==> src/rtl/capture14_ringbuf.sv <==
// capture14_ringbuf: trigger-driven snapshot buffer for 14-bit sample words.
// Circular capture RAM, freezes POST_LEN words after a trigger, oldest-first readout.
module capture14_ringbuf #(
    parameter int NSAMP      = 1,
    parameter int DEPTH_LOG2 = 5,
    parameter int POST_LEN   = 8
) (
    input  logic                clk_i,
    input  logic                rst_i,
    input  logic [14*NSAMP-1:0] dat_i,
    input  logic                trig_i,
    output logic                armed_o,
    output logic                busy_o,
    output logic [14*NSAMP-1:0] m_tdata,
    output logic                m_tvalid,
    input  logic                m_tready,
    output logic                m_tlast
);
    localparam int W     = 14 * NSAMP;
    localparam int DEPTH = 2 ** DEPTH_LOG2;
    localparam int AW    = DEPTH_LOG2;
    localparam int RW    = DEPTH_LOG2 + 1;

    localparam logic [AW-1:0] ONE_A     = AW'(1);
    localparam logic [RW-1:0] ONE_R     = RW'(1);
    localparam logic [AW-1:0] LAST_FILL = AW'(DEPTH - 1);
    localparam logic [AW-1:0] LAST_POST = AW'((POST_LEN == 0) ? 0 : POST_LEN - 1);
    localparam logic [RW-1:0] LAST_RD   = RW'(DEPTH - 1);
    localparam logic [RW-1:0] N_RD      = RW'(DEPTH);

    typedef enum logic [1:0] {FILL, ARMED, POST, READ} state_t;
    state_t state, state_nx;

    logic [W-1:0]  mem [DEPTH];
    logic [AW-1:0] wptr;
    logic [AW-1:0] fillcnt;
    logic [AW-1:0] postcnt;
    logic [AW-1:0] raddr;
    logic [RW-1:0] rcnt;
    logic          wr;
    logic          load;
    logic          done;

    // wptr is frozen during READ, so it doubles as the oldest-word base
    assign wr      = (state != READ);
    assign raddr   = wptr + rcnt[AW-1:0];
    assign load    = (state == READ) && (rcnt != N_RD) && (!m_tvalid || m_tready);
    assign done    = m_tvalid && m_tready && m_tlast;
    assign armed_o = (state == ARMED);
    assign busy_o  = (state == POST) || (state == READ);

    always_comb begin
        state_nx = state;
        unique case (state)
            FILL:    if (fillcnt == LAST_FILL) state_nx = ARMED;
            ARMED:   if (trig_i) state_nx = (POST_LEN == 0) ? READ : POST;
            POST:    if (postcnt == LAST_POST) state_nx = READ;
            READ:    if (done) state_nx = FILL;
            default: state_nx = FILL;
        endcase
    end

    always_ff @(posedge clk_i) begin
        if (wr) mem[wptr] <= dat_i;
    end

    always_ff @(posedge clk_i) begin
        if (rst_i) begin
            state    <= FILL;
            wptr     <= '0;
            fillcnt  <= '0;
            postcnt  <= '0;
            rcnt     <= '0;
            m_tdata  <= '0;
            m_tvalid <= 1'b0;
            m_tlast  <= 1'b0;
        end else begin
            state   <= state_nx;
            if (wr) wptr <= wptr + ONE_A;
            fillcnt <= (state == FILL) ? fillcnt + ONE_A : '0;
            postcnt <= (state == POST) ? postcnt + ONE_A : '0;
            if (state != READ) rcnt <= '0;
            else if (load) rcnt <= rcnt + ONE_R;
            // output register only advances when empty or being drained
            if (load) begin
                m_tdata  <= mem[raddr];
                m_tvalid <= 1'b1;
                m_tlast  <= (rcnt == LAST_RD);
            end else if (m_tready) begin
                m_tvalid <= 1'b0;
                m_tlast  <= 1'b0;
            end
        end
    end
endmodule

==> config.mk <==
export PLATFORM = sky130hd
export DESIGN_NAME = capture14_ringbuf
export DESIGN_NICKNAME = d
export VERILOG_FILES = /design/src/rtl/capture14_ringbuf.sv
export SDC_FILE = /design/constraint.sdc
export NUM_CORES = 1
export LEC_CHECK = 0
export ABC_AREA = 1
export CELL_PAD_IN_SITES_DETAIL_PLACEMENT = 0
export CELL_PAD_IN_SITES_GLOBAL_PLACEMENT = 1
export CORE_AREA = 2 2 210 212
export DETAILED_ROUTE_END_ITERATION = 6
export DIE_AREA = 0 0 212 214
export MAX_ROUTING_LAYER = met4
export PLACE_DENSITY_LB_ADDON = 0.25
export SLEW_MARGIN = 20
export SYNTH_ARGS = -nofsm -noshare
export SYNTH_HDL_FRONTEND = slang
export SYNTH_SLANG_ARGS = --single-unit
==> constraint.sdc <==
create_clock -name clk_i -period 3 [get_ports clk_i]
set_input_delay 0.75 -clock clk_i [delete_from_list [all_inputs] [get_ports clk_i]]
set_output_delay 0.75 -clock clk_i [all_outputs]
set_load 0.01 [all_outputs]
==> results of run 1 <==
state kept, by name, summed over array words and instances, names as in the netlist:
name,count
fillcnt,5
m_tdata,14
m_tlast,1
m_tvalid,1
mem,448
postcnt,5
rcnt,6
state,2
wptr,5
synthesized netlist by cell type (2+ instances only):
library cell / number
nand2_1: 664
xor2_1: 2
buf_4: 29
buf_6: 5
or2_2: 3
edfxtp_1: 448
o21a_1: 14
a21oi_1: 16
buf_2: 48
dfxtp_1: 39
nand3_1: 349
nand3_2: 17
nor2_1: 50
inv_2: 5
nand4_1: 3
nand2_2: 2
inv_1: 326
buf_1: 2
nor3_1: 5
clkbuf_8: 3
o21ai_0: 9
clkbuf_1: 12
ha_1: 18
power by group:
part           switching, mW  internal (mW)
Sequential            0.0918           7.65
Clock                   2.61           3.97
Combinational           2.13          0.903
worst max-delay path: stages (launching register included):
cell and delay [ps]:
dfxtp_1 350, inv_1 100, ha_1 250, or2_2 290
clkdlybuf4s50_1 490
cells by family (layout without fill, tap and decap cells):
logic type,Yosys count,after routing,share of synthesized area
compound gates,41,41,0.0114
xor+xnor,4,4,0.00340
fa+ha+maj,19,19,0.0115
buf+inv,431,540,0.0870
flops,487,487,0.667
simple gates,1095,1095,0.220
path summary, 6_finish.rpt:
path               from     endpoint  slack [ps]  cells past startpoint
min          fillcnt[0]   fillcnt[0]         450                      1
max reg2reg     wptr[0]  m_tdata[13]         210                     11
max            state[0]       busy_o         190                      4
min reg2reg  fillcnt[0]   fillcnt[0]         450                      1
area by class of cell:
type,instances,area share
inverters,332,0.0517
flip-flops and latches,487,0.585
well taps,585,0.0301
clock inverters,28,0.0132
multi-input cells,1159,0.217
clock buffers,68,0.0593
repair buffers,112,0.0438
cells in the final DEF (no fill, tap or decap), drive strengths merged:
master / netlist / final
ha: 18 / 18
nand3: 366 / 366
clkbuf: 15 / 68
o21a: 14 / 14
inv: 332 / 333
bufinv: 0 / 7
dfxtp: 39 / 39
nand3b: 1 / 1
nand4: 3 / 3
o31ai: 1 / 1
clkinv: 0 / 19
and3: 1 / 1
edfxtp: 448 / 448
nand2: 666 / 666
xnor2: 1 / 1
clkdlybuf4s50: 0 / 35
fa: 1 / 1
buf: 84 / 77
nor2: 50 / 50
o21ai: 9 / 9
nor3: 5 / 5
xor2: 3 / 3
or2: 3 / 3
a21oi: 16 / 16
o22ai: 1 / 1
clkinvlp: 0 / 1
routing by layer:
metal	share of wire	vias to the layer above	track usage
met3	0.064	101	0.0410
met5	0	-	-
met4	0.031	0	0.0901
met2	0.48	444	0.401
met1	0.43	6826	0.345
li1	-	6886	-
==> results.sh, run 1 <==
export IMPL_netlist_area_um2=21300
export IMPL_clkTransAtPathRegs_ps=60
export IMPL_place_ws_ps=265
export IMPL_first_iter_violations=1382
export IMPL_io_pins=36
export IMPL_fp_dieW_um=212
export IMPL_post_route_min_period_ps=2810
export IMPL_ys_seq_area_frac=0.667
export IMPL_finClkSkew_ps=27.0
export IMPL_status="completed"
export IMPL_relSlewSlack=0.495
export IMPL_ys_types=31
export IMPL_drv_cap=0
export IMPL_firstDrtPassIters=5
export IMPL_final_nets=2180
export IMPL_grt_pass1_vias=13700
export IMPL_worst_path_max_fanout=4
export IMPL_synthesis_nets=2114
export IMPL_hold_buffers=0
export IMPL_seq_area_um2=14200
export IMPL_cts_tree="yes"
export IMPL_area_delta_synth_final_pct=14.0
export IMPL_worst_pin_slew_ps=757
export IMPL_initial_core_util=0.498
export IMPL_core_um2=42900
export IMPL_timing_hold_ws_ps=446
export IMPL_hold_violations=0
export IMPL_synth_top_area_frac=0.630
export IMPL_clock_path_buffers=3
export IMPL_ant_nets=0
export IMPL_n_fill_cell=3748
export IMPL_path_class="flip-flop to output port"
export IMPL_synth_edf_count=448
export IMPL_fp_dieArea_um2=45400
export IMPL_routedWlPerCell_um=19.9
export IMPL_gr_total_overflow=0
export IMPL_hpwlAfterDp_um=32900
export IMPL_grt_pass1_wl_um=83800
export IMPL_dieHeight_um=214
export IMPL_power_density_nw_per_um2=714
export IMPL_final_setup_tns_ps=0
export IMPL_finalPower_mw=17.4
export IMPL_synth_cells=2077
export IMPL_cts_buffers=51
export IMPL_via_per_inst=5.15
export IMPL_syn_area_per_cell_um2=10.3
export IMPL_hold_path_class="flip-flop to flip-flop"
export IMPL_worstPathRequired_ps=2250
export IMPL_rows=76
export IMPL_multiInputGateArea_um2=5270
export IMPL_cts_resized=0
export IMPL_max_freq_mhz=356
export IMPL_fin_util=0.567
export IMPL_endpoint_kind="output port"
export IMPL_cts_max_level=2
export IMPL_clk_insertion_delay_late_ps=610
export IMPL_placed_cell_area_um2=22600
export IMPL_ir_worst_vdd_v=0.000573
export IMPL_final_cells=2771
export IMPL_yosys_warnings=0
export IMPL_cts_root_buf="clkbuf_16"
export IMPL_antenna_found_initial=1
export IMPL_setup_slack_ps=187
export IMPL_antenna_cells=0
export IMPL_synthTopCellsByArea="edfxtp_1, nand2_1, nand3_1"
export IMPL_timing_final_setup_violations=0
export IMPL_synthFlopType="edfxtp_1"
export IMPL_synthArstFlopShare=0
export IMPL_leakagePower_nw=10.2
export IMPL_drv_slew=0
export IMPL_drive_above_1_share=0.0865
export IMPL_routabilityCongestion=0.842
export IMPL_post_cts_buffers=0
export IMPL_io_buffers=35
export IMPL_track_usage=0.258
export IMPL_startpoint_type="flip-flop"
export IMPL_fin_area_um2=24300
export IMPL_rsz0062_at_grt="no"
export IMPL_dp_cells=2675
export IMPL_yosys_area_top_type="edfxtp_1"
export IMPL_routed_wl_um=55200
export IMPL_num_vias=14300
export IMPL_grt_max_degree=155
export IMPL_cp_arrival_ps=2060
export IMPL_drc=0
export IMPL_synth_seq_cells=487
export IMPL_finalCritPeriodShare=0.938
export IMPL_clock_sinks=487
Power figures use the tool's default switching activity.
==> run 2: changes to the inputs <==
PLACE_DENSITY_LB_ADDON = 0.1   (was 0.25)
==> results.sh, run 2 (synthesized netlist as in run 1, its figures left out) <==
export IMPL_max_freq_mhz=348
export IMPL_drc=0
export IMPL_relSlewSlack=0.548
export IMPL_clkTransAtPathRegs_ps=60
export IMPL_path_buf_inv=2
export IMPL_cts_buffers=52
export IMPL_fp_dieArea_um2=45400
export IMPL_firstDrtPassIters=6
export IMPL_cp_slowest_stage_delay_ps=490
export IMPL_drv_slew=0
export IMPL_largest_register_ffs=448
export IMPL_cts_tree="yes"
export IMPL_routabilityCongestion=0.864
export IMPL_worst_path_max_fanout=4
export IMPL_grt_pass1_wl_um=86300
export IMPL_fin_util=0.565
export IMPL_setup_slack_ps=128
export IMPL_gr_total_overflow=0
export IMPL_clk_insertion_delay_late_ps=600
export IMPL_hold_path_class="flip-flop to flip-flop"
export IMPL_cp_cell_sequence="inv_1, ha_1, or2_2, clkdlybuf4s50_1"
export IMPL_routed_wl_um=57700
export IMPL_area_delta_synth_final_pct=13.5
export IMPL_core_um2=42900
export IMPL_cts_root_buf="clkbuf_16"
export IMPL_track_usage=0.266
export IMPL_holdPathEnd="postcnt[0]"
export IMPL_finClkSkew_ps=13.5
export IMPL_post_route_min_period_ps=2870
export IMPL_clock_sinks=487
export IMPL_final_nets=2175
export IMPL_io_buffers=35
export IMPL_ir_worst_vdd_v=0.000471
export IMPL_drv_cap=0
export IMPL_regMostFlops="mem"
export IMPL_place_ws_ps=131
export IMPL_timing_hold_ws_ps=448
export IMPL_clock_path_buffers=3
export IMPL_power_density_nw_per_um2=713
export IMPL_io_pins=36
export IMPL_rows=76
export IMPL_dp_cells=2669
export IMPL_num_vias=14300
export IMPL_path_class="flip-flop to output port"
export IMPL_final_cells=2767
export IMPL_initial_core_util=0.498
export IMPL_final_cell_mix="nand2_1, edfxtp_1, nand3_1, inv_1, buf_4"
export IMPL_antenna_found_initial=4
export IMPL_ant_nets=0
export IMPL_endpoint_kind="output port"
export IMPL_n_fill_cell=3709
export IMPL_worst_pin_slew_ps=676
export IMPL_min_from="postcnt[0]"
export IMPL_startpoint_type="flip-flop"
export IMPL_timing_final_setup_violations=0
export IMPL_layout_commonest_cell="nand2_1"
export IMPL_hold_violations=0
export IMPL_cts_max_level=2
export IMPL_final_setup_tns_ps=0
export IMPL_leakagePower_nw=10.1
export IMPL_finalCritPeriodShare=0.957
export IMPL_hold_buffers=0
export IMPL_ff2ff_setup_slack_ps=150
export IMPL_cp_arrival_ps=2120
export IMPL_first_iter_violations=1255
export IMPL_r2r_worst_path_cells=11
export IMPL_grt_max_degree=99
export IMPL_grt_pass1_vias=14000
export IMPL_r2r_end="m_tdata[10]"
export IMPL_whs_path_depth=1
export IMPL_dieHeight_um=214
export IMPL_crit_family="buffers and inverters"
export IMPL_hpwlAfterDp_um=33900
export IMPL_r2r_start="wptr[0]"
export IMPL_via_per_inst=5.16
export IMPL_status="completed"
export IMPL_post_cts_buffers=0
export IMPL_worstPathRequired_ps=2250
export IMPL_reg_largest_list="mem (448), m_tdata (14), rcnt (6)"
export IMPL_fp_dieW_um=212
export IMPL_drive_above_1_share=0.0835
export IMPL_routedWlPerCell_um=20.9
export IMPL_crit_slowest_cell="clkdlybuf4s50_1"
[run 2: changes by cell type in the layout (fill, tap and decap cells not counted), sizes merged]
cell    change
buf         -6
bufinv      -1
clkbuf      -5
clkinv      +4
diode       +3
inv         +1
[run 2: power by group]
group / internal (mW) / leakage [nW] / switching, mW
clock: 3.76 / 0.832 / 2.66
combinational: 0.922 / 4.91 / 2.20
sequential: 7.65 / 4.36 / 0.0934
[run 2: cell type report]
class                   instances  area [um2]  share of cell area
repair buffers                106        1030              0.0426
clock inverters                32         312              0.0129
flip-flops and latches        487       14200               0.588
well taps                     585         732              0.0302
multi-input cells            1159        5280               0.218
inverters                     332        1260              0.0519
clock buffers                  63        1370              0.0567
diodes                          3        7.51            0.000310
[run 2: through the flow]
step | instance area [um2] | total power [mW]
6_report | 24200 | 17.3
5_1_grt | 24200 | 17.9
4_1_cts | 24200 | 17.4
3_5_place_dp | 22500 | 11.0
3_3_place_gp | 22500 | 11.0
2_1_floorplan | 21300 | 9.74
[run 2: per-layer routing]
layer  global-route usage  share of wire  wire (um)  up-vias
met5                    -              0          0        -
met4                0.104          0.035       2010        0
met3               0.0501          0.069       3970      106
met2                0.408           0.47      27100      397
met1                0.352           0.43      24700     6900
li1                     -              -          -     6886
[run 2: how the worst max path moves through the flow]
stage | from | cells after the start | slack (ps) | end
finish | state[0] | 4 | 130 | busy_o
global route | wptr[0] | 11 | -1 | m_tdata[10]
CTS | state[0] | 4 | 100 | busy_o
detailed placement | wptr[0] | 12 | 130 | m_tdata[10]
global placement | wptr[0] | 12 | 110 | m_tdata[10]
floorplan | wptr[0] | 14 | 890 | m_tdata[7]
[run 2: repair_timing]
item	4_1_cts	5_1_grt
endpoints found under the setup margin	0	2
hold endpoints to repair	0	0
resized for setup	0	4
==> run 3: changes to the inputs <==
==> constraint.sdc (replaced) <==
create_clock -name clk_i -period 3 [get_ports clk_i]
set_input_delay 0.6 -clock clk_i [delete_from_list [all_inputs] [get_ports clk_i]]
set_output_delay 0.6 -clock clk_i [all_outputs]
set_load 0.01 [all_outputs]
==> results.sh, run 3 (synthesized netlist as in run 1, its figures left out) <==
export IMPL_cp_arrival_ps=3390
export IMPL_hold_buffers=0
export IMPL_routabilityCongestion=0.880
export IMPL_clk_insertion_delay_late_ps=600
export IMPL_power_density_nw_per_um2=706
export IMPL_final_cell_mix="nand2_1, edfxtp_1, nand3_1, inv_1, buf_4"
export IMPL_path_class="flip-flop to flip-flop"
export IMPL_drt_met1_wl_um=25600
export IMPL_r2r_worst_path_cells=11
export IMPL_fp_dieArea_um2=45400
export IMPL_routed_wl_um=58300
export IMPL_worst_path_max_fanout=64
export IMPL_setup_slack_ps=111
export IMPL_crit_slowest_cell="fa_4"
export IMPL_worst_pin_slew_ps=628
export IMPL_timing_final_setup_violations=0
export IMPL_routedWlPerCell_um=21.1
export IMPL_finClkSkew_ps=25.1
export IMPL_io_buffers=35
export IMPL_leakagePower_nw=10.1
export IMPL_ant_nets=0
export IMPL_via_per_inst=5.19
export IMPL_dr_wl_met3_um=3430
export IMPL_antenna_found_initial=1
export IMPL_reg_largest_list="mem (448), m_tdata (14), rcnt (6)"
export IMPL_cts_max_level=2
export IMPL_dieHeight_um=214
export IMPL_status="completed"
export IMPL_grt_pass1_wl_um=87800
export IMPL_dp_cells=2674
export IMPL_power_frac_comb=0.184
export IMPL_grt_pass1_vias=13900
export IMPL_clkTransAtPathRegs_ps=60
export IMPL_cts_tree="yes"
export IMPL_place_ws_ps=198
export IMPL_crit_family="adder cells"
export IMPL_startpoint_type="flip-flop"
export IMPL_path_buf_inv=3
export IMPL_r2r_start="wptr[0]"
export IMPL_cp_common_cell="nand3_1"
export IMPL_cp_startpoint="wptr[0]"
export IMPL_cp_num_cells=11
export IMPL_regMostFlops="mem"
export IMPL_cts_buffers=50
export IMPL_gr_total_overflow=0
export IMPL_final_setup_tns_ps=0
export IMPL_cp_cell_sequence="ha_4, inv_1, fa_4, buf_12, nand3_1, nand3_1, nand3_1, nand3_1, nand3_1, nand2_1, inv_1"
export IMPL_io_pins=36
export IMPL_ff2ff_setup_slack_ps=110
export IMPL_met2_length_um=27000
export IMPL_drv_slew=0
export IMPL_clock_sinks=487
export IMPL_first_iter_violations=1291
export IMPL_fp_dieW_um=212
export IMPL_p_clk_frac=0.363
export IMPL_endpoint_kind="flip-flop"
export IMPL_clock_path_buffers=3
export IMPL_hold_violations=0
export IMPL_worstPathRequired_ps=3500
export IMPL_largest_register_ffs=448
export IMPL_rsz0062_at_grt="no"
export IMPL_firstDrtPassIters=7
export IMPL_cts_root_buf="clkbuf_16"
export IMPL_relSlewSlack=0.580
export IMPL_grt_max_degree=65
export IMPL_finalCritPeriodShare=0.963
export IMPL_final_cells=2764
export IMPL_post_cts_buffers=0
export IMPL_post_route_min_period_ps=2890
export IMPL_layout_commonest_cell="nand2_1"
export IMPL_drc=0
export IMPL_drv_cap=0
export IMPL_r2r_end="m_tdata[0]"
export IMPL_rows=76
export IMPL_p_seq_frac=0.453
export IMPL_p_int_mw=12.2
export IMPL_endpoint="m_tdata[0]"
export IMPL_area_delta_synth_final_pct=13.3
export IMPL_hpwlAfterDp_um=35400
export IMPL_ir_worst_vdd_v=0.000483
export IMPL_sw_frac_of_total=0.287
export IMPL_drive_above_1_share=0.0826
export IMPL_switchingPower_mw=4.90
export IMPL_hold_path_class="flip-flop to flip-flop"
export IMPL_core_um2=42900
export IMPL_max_freq_mhz=346
export IMPL_final_nets=2178
export IMPL_cp_slowest_stage_delay_ps=810
export IMPL_initial_core_util=0.498
export IMPL_cts_resized=0
export IMPL_top_signal_layer_used="met4"
export IMPL_num_vias=14400
export IMPL_track_usage=0.272
## run 3: changes by cell type in the layout (fill, tap and decap cells not counted), sizes merged
cell	delta
clkbuf	-3
diode	-2
buf	+5
inv	-2
clkinv	-1
## run 3: layer usage
| metal | track usage | vias up |
|---|---|---|
| met4 | 0.110 | 0 |
| met2 | 0.412 | 430 |
| met1 | 0.369 | 6917 |
| met5 | - | - |
| met3 | 0.0413 | 117 |
| li1 | - | 6887 |
## run 3: worst min path at each step
stage                  to  cells after the start       start
6_report       fillcnt[0]                      1  fillcnt[0]
3_5_place_dp   postcnt[0]                      1  postcnt[0]
5_1_grt        fillcnt[0]                      1  fillcnt[0]
3_3_place_gp   fillcnt[0]                      1  fillcnt[0]
2_1_floorplan  fillcnt[0]                      1  fillcnt[0]
4_1_cts        postcnt[0]                      1  postcnt[0]
## run 3: power by group through the flow
stage / combinational [mW] / clock, mW / sequential, mW
4_1_cts: 3.16 / 6.30 / 7.74
6_report: 3.14 / 6.20 / 7.74
5_1_grt: 3.44 / 6.54 / 7.76
3_3_place_gp: 3.14 / 0 / 7.88
2_1_floorplan: 1.87 / 0 / 7.86
3_5_place_dp: 3.15 / 0 / 7.89
## run 3: metrics by stage
stage          hold slack [ps]  total power [mW]   util  instance area [um2]
3_5_place_dp               438              11.0  0.526                22600
4_1_cts                    450              17.2  0.564                24200
6_report                   448              17.1  0.564                24200
2_1_floorplan              418              9.74      -                21300
5_1_grt                    472              17.7  0.564                24200
3_3_place_gp               429              11.0  0.526                22600
## run 3: layout make-up
class                   count  area, um2
diodes                      1       2.50
clock buffers              60       1310
clock inverters            29        309
fillers                  3680      18700
inverters                 332       1260
multi-input cells        1159       5270
flip-flops and latches    487      14200
well taps                 585        732
repair buffers            111       1070
## run 3: worst reg2reg max path: stages (launching register included)
cell and delay (ps):
dfxtp_1 450, ha_4 170, inv_1 50, fa_4 810, buf_12 300, nand3_1 250, nand3_1 110, nand3_1 240
nand3_1 190, nand3_1 100, nand2_1 80, inv_1 40
